## src/rtl/noc_rr_arbiter_pkg.sv

```systemverilog
// Shared constants and helpers for the NoC round-robin arbiter.
// Latency: none (types, FSM encodings and a constant function only).
// Backpressure: not applicable.
package noc_rr_arbiter_pkg;

    typedef enum logic {
        IDLE = 1'b0,
        BUSY = 1'b1
    } arb_state_t;

    // Bits needed to index 'value' entries; never less than one bit.
    function automatic int clogb2(input int value);
        int r;
        int v;
        r = 0;
        v = value - 1;
        while (v > 0) begin
            r = r + 1;
            v = v >> 1;
        end
        return (r < 1) ? 1 : r;
    endfunction

endpackage

```

## src/rtl/noc_rr_arbiter_if.sv

```systemverilog
// Request/grant bundle between flit sources, the arbiter and the output mux.
// Latency: none (wires only).
// Backpressure: req_ready/out_ready carry the valid-ready handshake.
interface noc_rr_arbiter_if
    import noc_rr_arbiter_pkg::*;
#(
    parameter int num_inputs = 4
);
    localparam int sel_w = clogb2(num_inputs);

    logic [num_inputs-1:0] req_valid;
    logic [num_inputs-1:0] req_tail;
    logic [num_inputs-1:0] req_ready;
    logic [num_inputs-1:0] grant;
    logic [sel_w-1:0]      sel;
    logic                  out_valid;
    logic                  out_ready;

    // Sources and the downstream sink drive the master side.
    modport master (
        output req_valid, req_tail, out_ready,
        input  req_ready, grant, sel, out_valid
    );

    modport slave (
        input  req_valid, req_tail, out_ready,
        output req_ready, grant, sel, out_valid
    );

endinterface

```

## src/rtl/noc_rr_arbiter_rr_pick.sv

```systemverilog
// Round-robin winner selection: first valid request above 'last', wrapping.
// Latency: purely combinational.
// Backpressure: none; the caller decides when the winner is registered.
module noc_rr_arbiter_rr_pick
    import noc_rr_arbiter_pkg::*;
#(
    parameter  int num_inputs = 4,
    localparam int sel_w      = clogb2(num_inputs)
) (
    input  logic [num_inputs-1:0] req_valid,
    input  logic [sel_w-1:0]      last,
    output logic                  any,
    output logic [num_inputs-1:0] win_onehot,
    output logic [sel_w-1:0]      win_idx
);
    localparam int dbl_w = clogb2(2 * num_inputs);

    logic [2*num_inputs-1:0] dbl;
    logic [dbl_w-1:0]        pos;

    // Doubling the vector turns the wrap-around scan into a straight upward scan.
    assign dbl = {req_valid, req_valid};

    always_comb begin
        any     = 1'b0;
        win_idx = '0;
        pos     = '0;
        for (int i = 1; i <= num_inputs; i++) begin
            pos = dbl_w'(last) + dbl_w'(i);
            if (!any && dbl[pos]) begin
                any     = 1'b1;
                win_idx = (pos >= dbl_w'(num_inputs)) ? sel_w'(pos - dbl_w'(num_inputs))
                                                       : sel_w'(pos);
            end
        end
    end

    assign win_onehot = any ? (num_inputs'(1) << win_idx) : '0;

endmodule

```

## src/rtl/noc_rr_arbiter.sv

```systemverilog
// Round-robin arbiter driving the NoC output mux select; NOC_ARB_LOCK_EN holds grant until tail.
// Latency: grant/sel registered the cycle after a request is seen in IDLE; one bubble between grants.
// Backpressure: granted input's req_ready follows out_ready; every other req_ready stays low.
module noc_rr_arbiter
    import noc_rr_arbiter_pkg::*;
#(
    parameter int num_inputs = 4
) (
    input  logic                 clk,
    input  logic                 rst,
    noc_rr_arbiter_if.slave      bus
);
    localparam int sel_w = clogb2(num_inputs);

    arb_state_t            state;
    logic [num_inputs-1:0] grant_q;
    logic [sel_w-1:0]      sel_q;
    logic [sel_w-1:0]      last_q;

    logic                  pick_any;
    logic [num_inputs-1:0] pick_onehot;
    logic [sel_w-1:0]      pick_idx;

    logic                  out_vld;
    logic                  xfer;
    logic                  pkt_end;

    noc_rr_arbiter_rr_pick #(
        .num_inputs (num_inputs)
    ) u_pick (
        .req_valid  (bus.req_valid),
        .last       (last_q),
        .any        (pick_any),
        .win_onehot (pick_onehot),
        .win_idx    (pick_idx)
    );

`ifdef NOC_ARB_LOCK_EN
    assign pkt_end = bus.req_tail[sel_q];
`else
    // Per-flit arbitration: every accepted flit releases the grant.
    assign pkt_end = 1'b1;
    logic unused_tail;
    assign unused_tail = ^bus.req_tail;
`endif

    assign out_vld = (state == BUSY) && bus.req_valid[sel_q];
    assign xfer    = out_vld && bus.out_ready;

    always_comb begin
        bus.out_valid = out_vld;
        bus.req_ready = '0;
        if (state == BUSY && bus.out_ready) begin
            bus.req_ready[sel_q] = 1'b1;
        end
    end

    assign bus.grant = grant_q;
    assign bus.sel   = sel_q;

    // sel keeps its value through IDLE; only grant is cleared when a packet ends.
    always_ff @(posedge clk) begin
        if (rst) begin
            state   <= IDLE;
            grant_q <= '0;
            sel_q   <= '0;
            last_q  <= sel_w'(num_inputs - 1);
        end else begin
            case (state)
                IDLE: begin
                    if (pick_any) begin
                        state   <= BUSY;
                        grant_q <= pick_onehot;
                        sel_q   <= pick_idx;
                        last_q  <= pick_idx;
                    end
                end
                BUSY: begin
                    if (xfer && pkt_end) begin
                        state   <= IDLE;
                        grant_q <= '0;
                    end
                end
                default: state <= IDLE;
            endcase
        end
    end

endmodule

```

## src/flat_wrapper.sv

```systemverilog
// flat-port wrapper written by rule: the top's interface ports become plain ports
module noc_rr_arbiter_flat import noc_rr_arbiter_pkg::*;
#(
    parameter int num_inputs = 4
)
  (clk, rst, bus_req_valid, bus_req_tail, bus_out_ready, bus_req_ready, bus_grant, bus_sel, bus_out_valid);
  noc_rr_arbiter_if #(.num_inputs(num_inputs)) bus_i ();
  input  logic clk;
  input  logic rst;
  input wire logic [$bits(bus_i.req_valid)-1:0] bus_req_valid;
  input wire logic [$bits(bus_i.req_tail)-1:0] bus_req_tail;
  input wire logic [$bits(bus_i.out_ready)-1:0] bus_out_ready;
  output wire logic [$bits(bus_i.req_ready)-1:0] bus_req_ready;
  output wire logic [$bits(bus_i.grant)-1:0] bus_grant;
  output wire logic [$bits(bus_i.sel)-1:0] bus_sel;
  output wire logic [$bits(bus_i.out_valid)-1:0] bus_out_valid;
  assign bus_i.req_valid = bus_req_valid;
  assign bus_i.req_tail = bus_req_tail;
  assign bus_i.out_ready = bus_out_ready;
  assign bus_req_ready = bus_i.req_ready;
  assign bus_grant = bus_i.grant;
  assign bus_sel = bus_i.sel;
  assign bus_out_valid = bus_i.out_valid;
  noc_rr_arbiter #(.num_inputs(num_inputs)) u_core (.clk(clk), .rst(rst), .bus(bus_i));
endmodule
```

## config.mk

```make
export PLATFORM = sky130hd
export DESIGN_NAME = noc_rr_arbiter_flat
export DESIGN_NICKNAME = d
export VERILOG_FILES = /design/src/rtl/noc_rr_arbiter_pkg.sv /design/src/rtl/noc_rr_arbiter_if.sv /design/src/rtl/noc_rr_arbiter_rr_pick.sv /design/src/rtl/noc_rr_arbiter.sv /design/src/flat_wrapper.sv
export SDC_FILE = /design/constraint.sdc
export NUM_CORES = 1
export LEC_CHECK = 0
export ABC_CLOCK_PERIOD_IN_PS = 2300
export CAP_MARGIN = 20
export CORE_AREA = 2 2 39 41
export DETAILED_ROUTE_END_ITERATION = 12
export DIE_AREA = 0 0 41 43
export GPL_ROUTABILITY_DRIVEN = 0
export GPL_TIMING_DRIVEN = 0
export PLACE_DENSITY = 0.71
export RECOVER_POWER = 50
export SYNTH_ARGS = -nofsm -noshare
export SYNTH_HDL_FRONTEND = slang
export SYNTH_SLANG_ARGS = --single-unit
```

## constraint.sdc

```tcl
create_clock -name clk -period 2.3 [get_ports clk]
set_input_delay 0.46 -clock clk [delete_from_list [all_inputs] [get_ports clk]]
set_output_delay 0.46 -clock clk [all_outputs]
set_load 0.05 [all_outputs]
```

==> run summary <==
DRC errors left: 0
syn nets: 67
library cells used by synthesis: 24
max-slew violations: 0
hold crit path type: reg -> reg
Syn Area/Cell: 8.535 µm²
Clock Pin Slew Worst Setup and Hold Paths: 0.06 ns
final net count: 88
Post-Synth Simple-Gate Area: 0.3325
Sw Ratio: 0.3505
Worst Setup SP: bus_out_ready
Cell Pwr Density: 677.2 nW/µm²
synthesized cell area: 478.0 µm²
Clock Sinks: 9
clock buffer depth: 2
total number of vias: 460
CP Launch Type: primary input
post-synthesis mux area share: 0.04712
final count of hold timing violations: 0
final setup violation count: 0
Clock Latency Late Sink: 0.26 ns
Slew @ Worst Pin: 0.5062 ns
sequential group share of total power: 0.417
IO Pins: 22
slowest stage delay, CP: 0.55 ns
CTS tree: yes
top cells by area, synth: dfxtp_1 38%, nor2_1 6.3%, mux4_2 4.7%
Reg2Reg Launch Point: u_core.bus.sel[0]
die width: 41 µm
Synth top area share: 0.3770
antenna-violating nets left: 0
Non-Filler Instances: 92
drt wl/cell: 11.68 µm
Cells after DPL: 88
clock root buffer: clkbuf_4
All-Layer GR Usage: 0.1365
status: finished clean
combinational power share: 0.320
fin crit share: 0.9499
Detail Placement HPWL: 816.5 µm
Setup CP Type: in -> out
most area-hungry cell type in the Yosys netlist: dfxtp_1
DRT iter0 DRCs: 2
Layout area overhead: 37.43%
Compound-Gate Fraction of Synth Area: 0.2068
Mapped Cells: 56
Post-CTS Hold Buffers: 0
Pleak: 0.2813 nW
Seq/Total Area, Yosys: 0.3770
Rows: 14
Clock power frac: 0.263
Crit Path Max Fanout: 3
footprint of the multi-input gates: 271.5 µm²
CP Data Required Time: 1.84 ns
Reg2Reg Setup Slack: 0.74 ns
main combinational cell family by area after synthesis: simple AND/OR/NAND/NOR gates
CTS H-tree lvls: 1
Buffers on Ports: 16
core area: 1384 µm²
RSZ-0062 raised after global routing: false
Buf+Inv Stages, Crit Path: 2
Final min period: 2.185 ns
MaxCap Viol Count: 0
Die Y: 43 µm
maximum vdd drop: 0.0003570 V
P_sw: 0.1559 mW
synthesis-stage register bit count: 9
setup repair bufs after CTS: 0
Slowest cell on crit path: dlygate4sd2_1
Final Skew: 0.008631 ns
cell internal pwr: 0.2889 mW
Antenna Cells: 0
share of layout cells above drive strength 1: 0.1447
DRT Pass-1 Iters: 2
Final Routed Wirelength: 1075 µm
largest net degree at the start of global routing: 10
xor and xnor area share after synthesis: 0
endpoint class of the critical path: primary output
Slew HR: 0.6614
register area: 180.2 µm²
first-pass GRT wire length: 1600 µm
worst-path cell chain: clkdlybuf4s50_1 > nand2_1 > nor3_1 > dlygate4sd2_1
fill count: 148
total die area: 1763 µm²
CTS buffer count: 3
Synth Warn #: 0
Critical Path AT: 1.72 ns
sum of negative setup slack: 0 ns
delay-heaviest family, CP: buffers and inverters
fmax: 0.4577 GHz
vias in the first global route: 402
vias per cell: 5.000
initial antenna violation count: 0
hold_sp: u_core.bus.grant[1]
post-synthesis adder-cell area fraction: 0
Initial Utilization: 0.3454
GRT overflow: 0
## registers in the layout, indices dropped and copies added (netlist names)
register	flops
u_core.bus.grant	4
u_core.state	1
u_core.bus.sel	2
u_core.last_q	2
## what timing repair did
action / in CTS / in global routing
endpoints found under the setup margin: 5 / 1
resized for setup: 7 / 6
cloned: 0 / 0
## placed cells by master (no fill, tap or decap), drive strengths merged, types with 2 or more instances in the layout
master and instances:
nor3 5, dlymetal6s2s 2, nor2b 2, a22o 2, o21ai 2, nand2 6, nand2b 3, dlygate4sd2 4
clkbuf 7, buf 2, clkdlybuf4s50 6, dfxtp 9, a21oi 4, nor2 8, inv 2
## worst paths after layout
check                           cells after the start                   to
worst min-delay path                                2  u_core.bus.grant[1]
worst max register to register                      4  u_core.bus.grant[2]
worst min register to register                      2  u_core.bus.grant[1]
worst max-delay path                                4     bus_req_ready[0]
## kinds of logic (layout without fill, tap and decap cells)
group	count (synthesis)	after routing
mux	1	1
compound gates	14	14
buf+inv	4	24
flops	9	9
simple gates	28	28
## cell usage after synthesis (all sizes together)
| cell | number |
|---|---|
| inv | 2 |
| nor2b | 2 |
| o21ai | 2 |
| nand2 | 6 |
| a221o | 1 |
| o21bai | 1 |
| nor3 | 5 |
| nor2 | 8 |
| mux4 | 1 |
| a32o | 1 |
| nand3 | 1 |
| a211oi | 1 |
| or2 | 1 |
| nor4 | 1 |
| buf | 2 |
| nand2b | 3 |
| a22o | 2 |
| o21a | 1 |
| and2 | 1 |
| o22ai | 1 |
| a21oi | 4 |
| dfxtp | 9 |
## power groups by stage
stage | clock network, mW | registers, mW | logic [mW]
after floorplan | 0 | 0.217 | 0.0741
after global placement | 0 | 0.188 | 0.152
after detailed placement | 0 | 0.189 | 0.153
after CTS | 0.122 | 0.185 | 0.151
after global routing | 0.126 | 0.187 | 0.153
final | 0.117 | 0.185 | 0.143
## area by class of cell
cell class,count,area share
tap,16,0.03048
clock buffer,4,0.04000
buffer,2,0.01333
multi-input combinational,43,0.4133
inverter,2,0.01143
timing repair buffer,16,0.2171
sequential,9,0.2743
## per-stage QoR
step	hold WS, ns	cell area, µm²	setup slack, ns	util	power [mW]
2_1_floorplan	0.4983	483.0	0.1615	-	0.2915
3_5_place_dp	0.4497	663.1	-0.5281	0.4792	0.3418
5_1_grt	0.4969	656.9	0.05599	0.4747	0.4663
4_1_cts	0.4644	685.7	-0.1617	0.4955	0.4581
3_3_place_gp	0.4413	663.1	-0.5002	0.4792	0.3401
6_report	0.4674	656.9	0.1153	0.4747	0.4449
## routing by layer
layer / routed length [µm] / track usage / up-vias
met5: 0 / 0 / -
met4: 17 / 0.06000 / 0
met3: 64 / 0.04712 / 2
met2: 533 / 0.2219 / 15
met1: 459 / 0.1513 / 204
li1: - / - / 239
## worst min-delay path, cell delays in order (launching register included)
cell     delay, ns
dfxtp_1       0.33
nand2_1       0.05
o21ai_0       0.06
(Power assumes the default switching activity.)
